File: src/rtl/fpga_cfg_loader.sv
// Bitstream loader: accepts configuration words and fans each word out across
// NUM_CHAINS CRAM shift chains, in write or verify (readback compare) mode.
module fpga_cfg_loader #(
  parameter int WORD_W     = 16,
  parameter int NUM_CHAINS = 4,
  parameter int CHAIN_LEN  = 1024
) (
  input  logic                  clk,
  input  logic                  rst,
  input  logic                  cfg_start,
  input  logic                  cfg_mode,
  input  logic                  cfg_abort,
  input  logic [WORD_W-1:0]     cfg_word,
  input  logic                  cfg_valid,
  output logic                  cfg_ready,
  output logic                  chain_shift_en,
  output logic [NUM_CHAINS-1:0] chain_data_out,
  input  logic [NUM_CHAINS-1:0] chain_data_in,
  output logic                  busy,
  output logic                  done,
  output logic                  mismatch,
  output logic                  aborted
);

  localparam int STEPS       = WORD_W / NUM_CHAINS;
  localparam int TOTAL_WORDS = CHAIN_LEN * NUM_CHAINS / WORD_W;

  if ((WORD_W % NUM_CHAINS) != 0 || ((CHAIN_LEN * NUM_CHAINS) % WORD_W) != 0) begin : g_param_check
    $error("fpga_cfg_loader: WORD_W/NUM_CHAINS and CHAIN_LEN*NUM_CHAINS/WORD_W must divide exactly");
  end

  localparam int SW = (STEPS > 1) ? $clog2(STEPS) : 1;
  localparam int AW = $clog2(TOTAL_WORDS + 1);
  localparam int WW = (TOTAL_WORDS > 1) ? $clog2(TOTAL_WORDS) : 1;
  localparam logic [SW-1:0] LAST_STEP = SW'(STEPS - 1);
  localparam logic [AW-1:0] WORDS_ALL = AW'(TOTAL_WORDS);
  localparam logic [WW-1:0] LAST_WORD = WW'(TOTAL_WORDS - 1);

  typedef enum logic [1:0] {IDLE, RUN, DONE} state_t;

  state_t                state_q, state_d;
  logic                  mode_q;
  logic                  buf_full_q;
  logic                  mismatch_q;
  logic                  aborted_q;
  logic [WORD_W-1:0]     data_q;
  logic [SW-1:0]         step_q;
  logic [AW-1:0]         accepted_q;
  logic [WW-1:0]         word_q;
  logic                  xfer;
  logic                  step_wrap;
  logic                  last_shift;
  logic                  start_op;
  logic                  abort_op;
  logic [NUM_CHAINS-1:0] cur_bits;

  // The buffer shifts right by NUM_CHAINS per step, so the low slice always
  // holds bits step*NUM_CHAINS+c without a variable-offset mux.
  assign cur_bits = data_q[NUM_CHAINS-1:0];

  always_comb begin
    chain_shift_en = (state_q == RUN) && buf_full_q;
    step_wrap      = chain_shift_en && (step_q == LAST_STEP);
    last_shift     = step_wrap && (word_q == LAST_WORD);
    cfg_ready      = (state_q == RUN) && (accepted_q < WORDS_ALL) &&
                     (!buf_full_q || (step_q == LAST_STEP)) && !cfg_abort;
    xfer           = cfg_valid && cfg_ready;
    start_op       = (state_q == IDLE) && cfg_start;
    abort_op       = (state_q == RUN) && cfg_abort;
    busy           = (state_q == RUN);
    done           = (state_q == DONE);
    mismatch       = mismatch_q;
    aborted        = aborted_q;
    chain_data_out = '0;
    if (chain_shift_en) begin
      chain_data_out = mode_q ? chain_data_in : cur_bits;
    end
    state_d = state_q;
    case (state_q)
      IDLE:    if (start_op) state_d = RUN;
      RUN: begin
        if (abort_op)        state_d = IDLE;
        else if (last_shift) state_d = DONE;
      end
      DONE:    state_d = IDLE;
      default: state_d = IDLE;
    endcase
  end

  always_ff @(posedge clk or posedge rst) begin
    if (rst) begin
      state_q    <= IDLE;
      mode_q     <= 1'b0;
      buf_full_q <= 1'b0;
      mismatch_q <= 1'b0;
      aborted_q  <= 1'b0;
      data_q     <= '0;
      step_q     <= '0;
      accepted_q <= '0;
      word_q     <= '0;
    end else begin
      state_q <= state_d;
      if (start_op) begin
        mode_q     <= cfg_mode;
        buf_full_q <= 1'b0;
        mismatch_q <= 1'b0;
        aborted_q  <= 1'b0;
        step_q     <= '0;
        accepted_q <= '0;
        word_q     <= '0;
      end else begin
        if (abort_op) aborted_q <= 1'b1;
        if (chain_shift_en) begin
          step_q <= step_wrap ? '0 : step_q + SW'(1);
          data_q <= data_q >> NUM_CHAINS;
          if (step_wrap) word_q <= word_q + WW'(1);
          if (mode_q && (chain_data_in != cur_bits)) mismatch_q <= 1'b1;
        end
        if (xfer) begin
          data_q     <= cfg_word;
          buf_full_q <= 1'b1;
          accepted_q <= accepted_q + AW'(1);
        end else if (step_wrap) begin
          buf_full_q <= 1'b0;
        end
      end
    end
  end

endmodule
File: config.mk
export PLATFORM = sky130hd
export DESIGN_NAME = fpga_cfg_loader
export DESIGN_NICKNAME = d
export VERILOG_FILES = /design/src/rtl/fpga_cfg_loader.sv
export SDC_FILE = /design/constraint.sdc
export NUM_CORES = 1
export LEC_CHECK = 0
export BUFFER_PORTS_ARGS = -buffer_cell sky130_fd_sc_hd__buf_2
export CAP_MARGIN = 0
export CORE_AREA = 2 2 80 82
export CTS_CLUSTER_DIAMETER = 100
export DETAILED_ROUTE_END_ITERATION = 8
export DIE_AREA = 0 0 82 84
export PLACE_DENSITY_LB_ADDON = 0.08
export SYNTH_ARGS = -nofsm -noshare
export SYNTH_HDL_FRONTEND = slang
export SYNTH_SLANG_ARGS = --single-unit
File: constraint.sdc
create_clock -name clk -period 2.4 [get_ports clk]
set_clock_uncertainty 0.05 [all_clocks]
set_input_delay 0.12 -clock clk [delete_from_list [all_inputs] [get_ports clk]]
set_output_delay 0.12 -clock clk [all_outputs]
set_load 0.01 [all_outputs]
# Word-level counts from Yosys, hierarchy flattened
# Cells that the tools add are included.
[totals]
regBits = 41
n_memories = 0
mem_bits_ro = 0
latch_bits = 0
input_bits = 26
wordCells = 70
ram_bits = 0
[classes]
n_bitwise = 1
n_eq_ne = 7
n_lt_le_gt_ge = 1
addsub = 3
multipliers = 0
n_mux = 24
reduce_logical = 25
div = 0
shifts = 0
[op_table]
columns = ["operator", "count"]
rows = [
  ["$mux W16", 2],
  ["$mux W8", 3],
  ["$mux W9", 2],
  ["$mux W2", 6],
  ["$reduce_bool A2 Y1", 6],
  ["$logic_and A1 B1 Y1", 10],
  ["$add A9 B1 Y9 const B", 1],
  ["$lt A9 B9 Y1 const B", 1],
  ["$add A8 B1 Y8 const B", 1],
  ["$eq A8 B8 Y1 const B", 1],
  ["$mux W1", 8],
  ["$mux W4", 2],
  ["$reduce_and A2 Y1", 4],
  ["$eq A2 B2 Y1 const B", 2],
  ["$ne A4 B4 Y1", 1],
  ["$pmux W2 S2", 1],
  ["$ne A3 B1 Y1 const B", 1],
  ["$reduce_bool A3 Y1", 1],
  ["$add A2 B1 Y2 const B", 1],
  ["$eq A2 B1 Y1 const B", 1],
  ["$logic_not A1 Y1", 2],
  ["$logic_not A2 Y1", 1],
  ["$ne A2 B2 Y1 const B", 1],
  ["$logic_or A1 B1 Y1", 1],
  ["$not A1 Y1", 1],
]

# Logic depth before layout (Yosys ltp)
# Gate-level depths: netlist of run 1.
[depth]
ltp_word = 7
depth_mapped = 7
depth_no_buf = 5

# Least setup slack after synthesis of run 1
# Ideal clock, no wire load.
[synth_timing]
kind = "flip-flop to flip-flop"
from = "register step_q[0]"
to = "register data_q[0]"
stages_incl_launch_ff = 7
setup_slack_ns = 0.699
setup_ns = 0.137
t_arrival_ns = 1.514
t_required_ns = 2.213
path_buffers = 2
cell_sequence = "dfrtp_1 ha_1 nand2b_1 nand3_2 clkbuf_1 clkbuf_1 a21oi_1"
[synth_between]
elab_chain_cells = 7
word_cells_on_any_way = 8
cone_classes = "eq/ne (1); mux (1); reduce/logical (6)"
[synth_lines]
columns = ["item", "line_no", "text"]
rows = [
  ["start: declaration", "47", "logic [SW-1:0] step_q;"],
  ["start signal: assignment", "114", "step_q <= step_wrap ? '0 : step_q + SW'(1);"],
  ["$eq A2 B2 Y1 *", "66", "(!buf_full_q || (step_q == LAST_STEP)) && !cfg_abort;"],
  ["$logic_or A1 B1 Y1 *", "66", ""],
  ["$logic_and A1 B1 Y1 *", "65", "cfg_ready = (state_q == RUN) && (accepted_q < WORDS_ALL) &&"],
  ["$logic_and A1 B1 Y1 *", "66", ""],
  ["$logic_and A1 B1 Y1 *", "67", "xfer = cfg_valid && cfg_ready;"],
  ["$reduce_bool A2 Y1 (no source line)", "-", ""],
  ["$reduce_and A2 Y1 (no source line)", "-", ""],
  ["end signal: assignment", "115", "data_q <= data_q >> NUM_CHAINS;"],
  ["end signal: assignment", "120", "data_q <= cfg_word;"],
  ["end: declaration", "46", "logic [WORD_W-1:0] data_q;"],
]
# Mark *: on every way between the ends. The rest lies on a longest branch, timed or not.
# A chain may end at the register's enable or synchronous reset.

# Final worst setup path of run 1
[layout_timing]
from = "register state_q[0]"
to = "output chain_shift_en"
[layout_between]
elab_chain_cells = 2
[layout_lines]
columns = ["item", "line_no", "text"]
rows = [
  ["start: declaration", "41", "state_t state_q, state_d;"],
  ["start signal: assignment", "102", "state_q <= state_d;"],
  ["$eq A2 B1 Y1", "62", "chain_shift_en = (state_q == RUN) && buf_full_q;"],
  ["$logic_and A1 B1 Y1", "62", ""],
  ["end: declaration", "16", "output logic chain_shift_en,"],
]
# Every way passes these cells.

==> impl_metrics.prom, run 1 <==
# TYPE chip_impl_metric gauge
chip_impl_metric{name="seq_area",unit="um^2"} 1026
chip_impl_metric{name="post-dp-hpwl",unit="um"} 2830
chip_impl_metric{name="ant_nets",unit=""} 0
chip_impl_metric{name="max-cap-violations",unit=""} 0
chip_impl_info{name="type_of_the_most_critical_hold_path",value="input pin to flop"} 1
chip_impl_metric{name="path_max_fanout",unit=""} 16
chip_impl_metric{name="number_of_enable_type_register_cells_in_the_synthesized_netlist",unit=""} 0
chip_impl_metric{name="dr.first_iter.drc_count",unit=""} 64
chip_impl_metric{name="place.gp.congestion",unit=""} 0.7151
chip_impl_metric{name="start_util",unit=""} 0.3337
chip_impl_info{name="rsz_0062_raised_after_global_routing",value="no"} 1
chip_impl_metric{name="number_of_design_rule_violations_left_after_detail_routing",unit=""} 0
chip_impl_metric{name="clk-insertion-delay-late",unit="ns"} 0.28
chip_impl_metric{name="global_route.overflow_total",unit=""} 0
chip_impl_metric{name="antenna_cells_inserted",unit=""} 0
chip_impl_info{name="synth.top_cells.by_count",value="sky130_fd_sc_hd__dfrtp_1 (41), sky130_fd_sc_hd__nor2_1 (23), sky130_fd_sc_hd__nand2_1 (20)"} 1
chip_impl_metric{name="layout.filler_cells",unit=""} 637
chip_impl_info{name="worstHoldEndpoint",value="data_q[13]"} 1
chip_impl_metric{name="grt_start_max_net_pins",unit=""} 42
chip_impl_metric{name="antenna_found_initial",unit=""} 0
chip_impl_metric{name="finish.cell_count_without_fillers",unit=""} 321
chip_impl_metric{name="worst_setup_hold_path_clk_slew",unit="ns"} 0.08
chip_impl_metric{name="i_o_buffers",unit=""} 35
chip_impl_metric{name="floorplan.io_pins",unit=""} 36
chip_impl_metric{name="finalSetupViolCount",unit=""} 0
chip_impl_metric{name="routed_wirelength",unit="um"} 4123
chip_impl_metric{name="fp.dieArea",unit="um^2"} 6888
chip_impl_metric{name="async_reset_ff_frac",unit=""} 1.000
chip_impl_metric{name="synth-warning-count",unit=""} 0
chip_impl_metric{name="ys_seq_elements",unit=""} 41
chip_impl_metric{name="avgViaCountPerCell",unit=""} 4.701
chip_impl_metric{name="syn-num-nets",unit=""} 236
chip_impl_metric{name="clock_sink_count",unit=""} 41
chip_impl_metric{name="grtUsageTotal",unit=""} 0.1315
chip_impl_metric{name="layout_worst_path_cycle_share",unit=""} 0.8702
chip_impl_metric{name="place.detailed.instances",unit=""} 311
chip_impl_metric{name="post-route-min-period",unit="ns"} 2.088
chip_impl_metric{name="htree_num_levels",unit=""} 2
chip_impl_metric{name="max_slew.worst_pin.slew",unit="ns"} 0.5338
chip_impl_metric{name="standard_cell_row_count",unit=""} 29
chip_impl_metric{name="number_of_buffers_inserted_during_clock_tree_synthesis",unit=""} 5
chip_impl_metric{name="total_power",unit="uW"} 1824
chip_impl_metric{name="min_path_cells",unit=""} 3
chip_impl_metric{name="worst_slew_margin_rel",unit=""} 0.6441
chip_impl_info{name="clk_root_buffer_cell",value="sky130_fd_sc_hd__clkbuf_8"} 1
chip_impl_metric{name="final_max_slew_viol_count",unit=""} 0
chip_impl_info{name="end_kind",value="primary output"} 1
chip_impl_info{name="yosys_most_used_dff",value="sky130_fd_sc_hd__dfrtp_1"} 1
chip_impl_metric{name="arrival",unit="ns"} 1.92
chip_impl_metric{name="chipHeight",unit="um"} 84
chip_impl_metric{name="num_vias",unit=""} 1509
chip_impl_info{name="regToRegEndpoint",value="data_q[10]"} 1
chip_impl_metric{name="setup-tns-final",unit="ns"} 0
chip_impl_metric{name="worst_hold_slack",unit="ns"} 0.02393
chip_impl_metric{name="multiInputGateArea",unit="um^2"} 929.6
chip_impl_metric{name="coreArea",unit="um^2"} 6096
chip_impl_info{name="cp-start-kind",value="flop"} 1
chip_impl_metric{name="yosysSeqAreaShare",unit=""} 0.5043
chip_impl_metric{name="first_global_vias",unit=""} 1498
chip_impl_metric{name="cp_data_required_time",unit="ns"} 2.23
chip_impl_metric{name="power.density_cell_area",unit="nW/um^2"} 768.0
chip_impl_metric{name="wire_length_of_the_first_global_routing_pass",unit="um"} 7003
chip_impl_metric{name="leakagePower",unit="uW"} 0.001116
chip_impl_metric{name="max_freq",unit="GHz"} 0.4788
chip_impl_info{name="min-delay-start",value="cfg_word[13]"} 1
chip_impl_info{name="synth.most_common_cell",value="sky130_fd_sc_hd__dfrtp_1"} 1
chip_impl_metric{name="post_synth.cell_area_avg",unit="um^2"} 9.828
chip_impl_metric{name="wl_per_instance",unit="um"} 12.84
chip_impl_metric{name="vdd_ir_drop_max",unit="mV"} 0.3628
chip_impl_metric{name="drive_above_1_share",unit=""} 0.1926
chip_impl_info{name="yosysTopAreaCell",value="sky130_fd_sc_hd__dfrtp_1"} 1
chip_impl_info{name="netlist_top_cells_area",value="sky130_fd_sc_hd__dfrtp_1 (50%), sky130_fd_sc_hd__mux2i_1 (9.3%), sky130_fd_sc_hd__nor2_1 (4.2%)"} 1
chip_impl_metric{name="layout-area-overhead-vs-synth",unit="%"} 16.73
chip_impl_metric{name="first_pass_iters",unit=""} 4
chip_impl_metric{name="worst-r2r-setup-slack",unit="ns"} 0.47
chip_impl_metric{name="finalNetCount",unit=""} 272
chip_impl_metric{name="die_w",unit="um"} 82
chip_impl_metric{name="synth.cell_area",unit="um^2"} 2034
chip_impl_metric{name="clock_tree.buffer_depth",unit=""} 2
chip_impl_metric{name="yosys.cell_types.count",unit=""} 36
chip_impl_metric{name="reg2reg_depth",unit=""} 5
chip_impl_info{name="tritoncts",value="yes"} 1
chip_impl_info{name="worstSetupPathType",value="flop to primary output"} 1
chip_impl_metric{name="hold_viol_final",unit=""} 0
chip_impl_info{name="r2r_start",value="state_q[0]"} 1
chip_impl_metric{name="synth.top_cell.area_share",unit=""} 0.5043
chip_impl_metric{name="syn_inst",unit=""} 207
chip_impl_info{name="run_status",value="completed"} 1
## worst max-delay path, stage by stage, from the launching register on
cell,delay (ns)
sky130_fd_sc_hd__dfrtp_1,0.45
sky130_fd_sc_hd__nor2b_1,0.43
sky130_fd_sc_hd__nand2_2,0.28
sky130_fd_sc_hd__inv_4,0.28
sky130_fd_sc_hd__buf_2,0.18
## cell type report
type | count | area share
inverter | 8 | 0.01370
sequential | 41 | 0.4320
timing repair buffer | 39 | 0.08851
tap | 77 | 0.04057
clock buffer | 8 | 0.03372
multi-input combinational | 148 | 0.3915
## cells by family (layout without fill, tap and decap cells)
kind of cell	after synthesis	count (layout)	share of synthesized area
flip-flops	41	41	0.5043
XOR/XNOR	10	10	0.04305
adder cells (fa/ha/maj)	3	3	0.01845
buffers and inverters	18	55	0.03875
AO/OA/AOI/OAI	32	32	0.08610
AND/OR/NAND/NOR	84	84	0.2159
multiplexers	19	19	0.09348
## power by group
part / leakage (uW) / switching (uW) / internal (uW)
logic: 0.000549 / 208 / 213
registers: 0.000527 / 119 / 849
clock network: 0.0000395 / 228 / 207
total: 0.00112 / 555 / 1270
## metrics by stage
step | setup slack [ns] | utilization | area, um^2
floorplan | 0.6989 | - | 2034
global placement | 0.4856 | 0.3732 | 2275
detailed placement | 0.4635 | 0.3732 | 2275
CTS | 0.2736 | 0.3896 | 2375
global route | 0.1455 | 0.3896 | 2375
finish | 0.3115 | 0.3896 | 2375
## layer usage
layer,global-route usage,share of wire,vias to the layer above
li1,-,-,788
met1,0.1785,0.49,692
met2,0.2033,0.47,27
met3,0.03788,0.042,2
met4,0.03636,0.0058,0
met5,0,0,-
## timing repair
action,CTS,global route
resized for setup,0,0
hold buffers,2,0
buffers inserted,0,0
endpoints found under the hold margin,42,0
setup endpoints to repair,0,0
## registers in the layout (all words and copies together), names as in the netlist
register and flops:
mode_q 1, data_q 16, aborted 1, mismatch 1, buf_full_q 1, step_q 2
state_q 2, word_q 8, accepted_q 9
## placed cells by master, fill, tap and decap left out, types with 2 or more instances in the layout
| cell type | Yosys | routed |
|---|---|---|
| sky130_fd_sc_hd__inv_1 | 7 | 7 |
| sky130_fd_sc_hd__and3_1 | 3 | 3 |
| sky130_fd_sc_hd__xnor2_1 | 8 | 8 |
| sky130_fd_sc_hd__buf_2 | 1 | 35 |
| sky130_fd_sc_hd__xor2_1 | 2 | 2 |
| sky130_fd_sc_hd__or4_1 | 3 | 3 |
| sky130_fd_sc_hd__mux2i_1 | 19 | 19 |
| sky130_fd_sc_hd__o21ai_0 | 10 | 10 |
| sky130_fd_sc_hd__nor2_1 | 23 | 23 |
| sky130_fd_sc_hd__clkbuf_1 | 8 | 3 |
| sky130_fd_sc_hd__dlygate4sd3_1 | 0 | 2 |
| sky130_fd_sc_hd__or3_1 | 3 | 3 |
| sky130_fd_sc_hd__and2_1 | 2 | 2 |
| sky130_fd_sc_hd__nand2_1 | 20 | 20 |
| sky130_fd_sc_hd__clkbuf_8 | 0 | 5 |
| sky130_fd_sc_hd__ha_1 | 3 | 3 |
| sky130_fd_sc_hd__a21oi_1 | 17 | 17 |
| sky130_fd_sc_hd__nor3_1 | 2 | 2 |
| sky130_fd_sc_hd__dfrtp_1 | 41 | 41 |
| sky130_fd_sc_hd__nor2b_1 | 2 | 2 |
| sky130_fd_sc_hd__buf_4 | 0 | 2 |
| sky130_fd_sc_hd__nand3_1 | 16 | 16 |
## worst max path at each step
stage / from / slack [ns] / cells past startpoint / end
floorplan: step_q[0] / 0.70 / 6 / data_q[0]
global placement: state_q[0] / 0.49 / 5 / data_q[5]
detailed placement: state_q[0] / 0.46 / 5 / data_q[7]
CTS: state_q[0] / 0.27 / 4 / chain_shift_en
global route: state_q[0] / 0.15 / 4 / chain_shift_en
finish: state_q[0] / 0.31 / 4 / chain_shift_en
(Power assumes the default switching activity.)
==> run 2: changes to the inputs <==
CTS_CLUSTER_DIAMETER = default   (was 100)
clock period = 2 ns   (was 2.4 ns; I/O delays follow)
==> impl_metrics.prom, run 2 (synthesis gave the netlist of run 1 again) <==
# TYPE chip_impl_metric gauge
chip_impl_info{name="run_status",value="completed"} 1
chip_impl_metric{name="max_slew.worst_pin.slew",unit="ns"} 0.5476
chip_impl_metric{name="number_of_buffers_inserted_during_clock_tree_synthesis",unit=""} 5
chip_impl_metric{name="leakagePower",unit="uW"} 0.001168
chip_impl_metric{name="layout.core_utilization",unit=""} 0.4089
chip_impl_metric{name="reg2reg_depth",unit=""} 4
chip_impl_info{name="tritoncts",value="yes"} 1
chip_impl_info{name="min-delay-start",value="cfg_word[14]"} 1
chip_impl_metric{name="clock_tree.buffer_depth",unit=""} 2
chip_impl_metric{name="layout-area-overhead-vs-synth",unit="%"} 22.51
chip_impl_metric{name="number_of_design_rule_violations_left_after_detail_routing",unit=""} 0
chip_impl_metric{name="cp_data_required_time",unit="ns"} 2.14
chip_impl_metric{name="first_pass_iters",unit=""} 4
chip_impl_metric{name="antenna_cells_inserted",unit=""} 0
chip_impl_metric{name="standard_cell_row_count",unit=""} 29
chip_impl_info{name="critPathTopFamily",value="simple AND/OR/NAND/NOR gates"} 1
chip_impl_metric{name="finalNetCount",unit=""} 280
chip_impl_info{name="type_of_the_most_critical_hold_path",value="input pin to flop"} 1
chip_impl_metric{name="ant_nets",unit=""} 0
chip_impl_metric{name="final_critical_path_setup_slack",unit="ns"} 0.1912
chip_impl_metric{name="grt_start_max_net_pins",unit=""} 42
chip_impl_metric{name="routed_wirelength",unit="um"} 4118
chip_impl_metric{name="post-route-min-period",unit="ns"} 1.809
chip_impl_info{name="regMostFlops",value="data_q"} 1
chip_impl_metric{name="global_route.overflow_total",unit=""} 0
chip_impl_metric{name="max_freq",unit="GHz"} 0.5529
chip_impl_metric{name="avgViaCountPerCell",unit=""} 4.644
chip_impl_metric{name="first_global_vias",unit=""} 1459
chip_impl_metric{name="largest_register_ffs",unit=""} 16
chip_impl_metric{name="final_max_slew_viol_count",unit=""} 0
chip_impl_info{name="regToRegEndpoint",value="state_q[0]"} 1
chip_impl_metric{name="place.gp.congestion",unit=""} 0.7277
chip_impl_metric{name="finalSetupViolCount",unit=""} 0
chip_impl_metric{name="htree_num_levels",unit=""} 2
chip_impl_metric{name="place.detailed.instances",unit=""} 312
chip_impl_info{name="cp-start-kind",value="flop"} 1
chip_impl_metric{name="dr.first_iter.drc_count",unit=""} 64
chip_impl_info{name="biggestRegsByFlops",value="data_q x16, accepted_q x9, word_q x8"} 1
chip_impl_metric{name="worst_hold_slack",unit="ns"} 0.008898
chip_impl_metric{name="wl_per_instance",unit="um"} 12.52
chip_impl_info{name="r2r_start",value="step_q[0]"} 1
chip_impl_metric{name="start_util",unit=""} 0.3337
chip_impl_metric{name="setup-tns-final",unit="ns"} 0
chip_impl_metric{name="cts_hold_buf",unit=""} 9
chip_impl_metric{name="coreArea",unit="um^2"} 6096
chip_impl_metric{name="i_o_buffers",unit=""} 35
chip_impl_metric{name="antenna_found_initial",unit=""} 0
chip_impl_metric{name="post_cts_resize_count",unit=""} 0
chip_impl_metric{name="max-cap-violations",unit=""} 0
chip_impl_metric{name="post-dp-hpwl",unit="um"} 2822
chip_impl_metric{name="chipHeight",unit="um"} 84
chip_impl_metric{name="timing.critical_path.buf_inv",unit=""} 0
chip_impl_metric{name="layout_worst_path_cycle_share",unit=""} 0.9044
chip_impl_info{name="setup.worst_path.start",value="step_q[0]"} 1
chip_impl_metric{name="grtUsageTotal",unit=""} 0.1304
chip_impl_metric{name="min_path_cells",unit=""} 3
chip_impl_info{name="worstPathCellList",value="ha_1 -> nand4b_2 -> or4_1 -> a31o_1"} 1
chip_impl_metric{name="clock_sink_count",unit=""} 41
chip_impl_metric{name="power.density_cell_area",unit="nW/um^2"} 957.7
chip_impl_metric{name="num_vias",unit=""} 1528
chip_impl_metric{name="post-cts-setup-buffer-count",unit=""} 0
chip_impl_metric{name="worst_slew_margin_rel",unit=""} 0.6349
chip_impl_info{name="crit_path_top_delay_cell",value="sky130_fd_sc_hd__or4_1"} 1
chip_impl_info{name="worstHoldEndpoint",value="data_q[14]"} 1
chip_impl_metric{name="die_w",unit="um"} 82
chip_impl_info{name="worstSetupPathType",value="flop to flop"} 1
chip_impl_metric{name="floorplan.io_pins",unit=""} 36
chip_impl_metric{name="fp.dieArea",unit="um^2"} 6888
chip_impl_metric{name="finish.cell_count_without_fillers",unit=""} 329
chip_impl_metric{name="worst-path-stages",unit=""} 4
chip_impl_metric{name="drive_above_1_share",unit=""} 0.2024
chip_impl_metric{name="worst-r2r-setup-slack",unit="ns"} 0.19
chip_impl_metric{name="arrival",unit="ns"} 1.95
chip_impl_info{name="clk_root_buffer_cell",value="sky130_fd_sc_hd__clkbuf_8"} 1
chip_impl_metric{name="path_max_fanout",unit=""} 9
chip_impl_metric{name="hold_viol_final",unit=""} 0
chip_impl_info{name="most-common-layout-cells",value="sky130_fd_sc_hd__dfrtp_1 (41), sky130_fd_sc_hd__buf_2 (35), sky130_fd_sc_hd__nor2_1 (23), sky130_fd_sc_hd__nand2_1 (20), sky130_fd_sc_hd__mux2i_1 (19)"} 1
chip_impl_metric{name="worst_setup_hold_path_clk_slew",unit="ns"} 0.08
chip_impl_info{name="end_kind",value="flop"} 1
chip_impl_metric{name="clk-insertion-delay-late",unit="ns"} 0.29
chip_impl_metric{name="wire_length_of_the_first_global_routing_pass",unit="um"} 6941
chip_impl_info{name="rsz_0062_raised_after_global_routing",value="no"} 1
chip_impl_metric{name="vdd_ir_drop_max",unit="mV"} 0.4417
chip_impl_metric{name="pre_cts_ws",unit="ns"} 0.2129
chip_impl_info{name="most_common_cell_after_layout_fill_and_taps_aside",value="sky130_fd_sc_hd__dfrtp_1"} 1
chip_impl_metric{name="critical-path-max-stage-delay",unit="ns"} 0.59
==> run 2: worst min-delay path, cell delays in order <==
cell,delay (ns)
sky130_fd_sc_hd__buf_2,0.09
sky130_fd_sc_hd__inv_1,0.03
sky130_fd_sc_hd__o21ai_0,0.07
==> run 2: worst max path at each step <==
stage | end | slack [ns]
floorplan | data_q[0] | 0.30
global placement | state_q[0] | 0.26
detailed placement | state_q[0] | 0.21
CTS | chain_shift_en | 0.17
global route | state_q[0] | 0.09
finish | state_q[0] | 0.19
==> run 2: routing by layer <==
| layer | vias to the layer above | routed length [um] | global-route usage |
|---|---|---|---|
| met1 | 696 | 1999 | 0.1729 |
| met5 | - | 0 | 0 |
| met3 | 2 | 156 | 0.03680 |
| met2 | 26 | 1937 | 0.2062 |
| met4 | 0 | 24 | 0.03636 |
| li1 | 804 | - | - |
==> run 2: area by class of cell <==
cell class | count | area [um^2]
Inverter | 8 | 32.53
Sequential cell | 41 | 1026
Tap cell | 77 | 96.34
Clock inverter | 2 | 37.54
Fill cell | 624 | 3603
Multi-Input combinational cell | 148 | 929.6
Timing Repair Buffer | 47 | 287.8
Clock buffer | 6 | 82.58
==> run 2: where the power goes <==
group / switching, uW / internal, uW
clock: 294 / 406
combinational: 254 / 270
sequential: 145 / 1020
total: 693 / 1690
==> run 2: through the flow <==
stage / area, um^2 / total power [uW]
2_1_floorplan: 2034 / 1546
3_3_place_gp: 2282 / 1700
3_5_place_dp: 2282 / 1705
4_1_cts: 2492 / 2432
5_1_grt: 2492 / 2562
6_report: 2492 / 2387
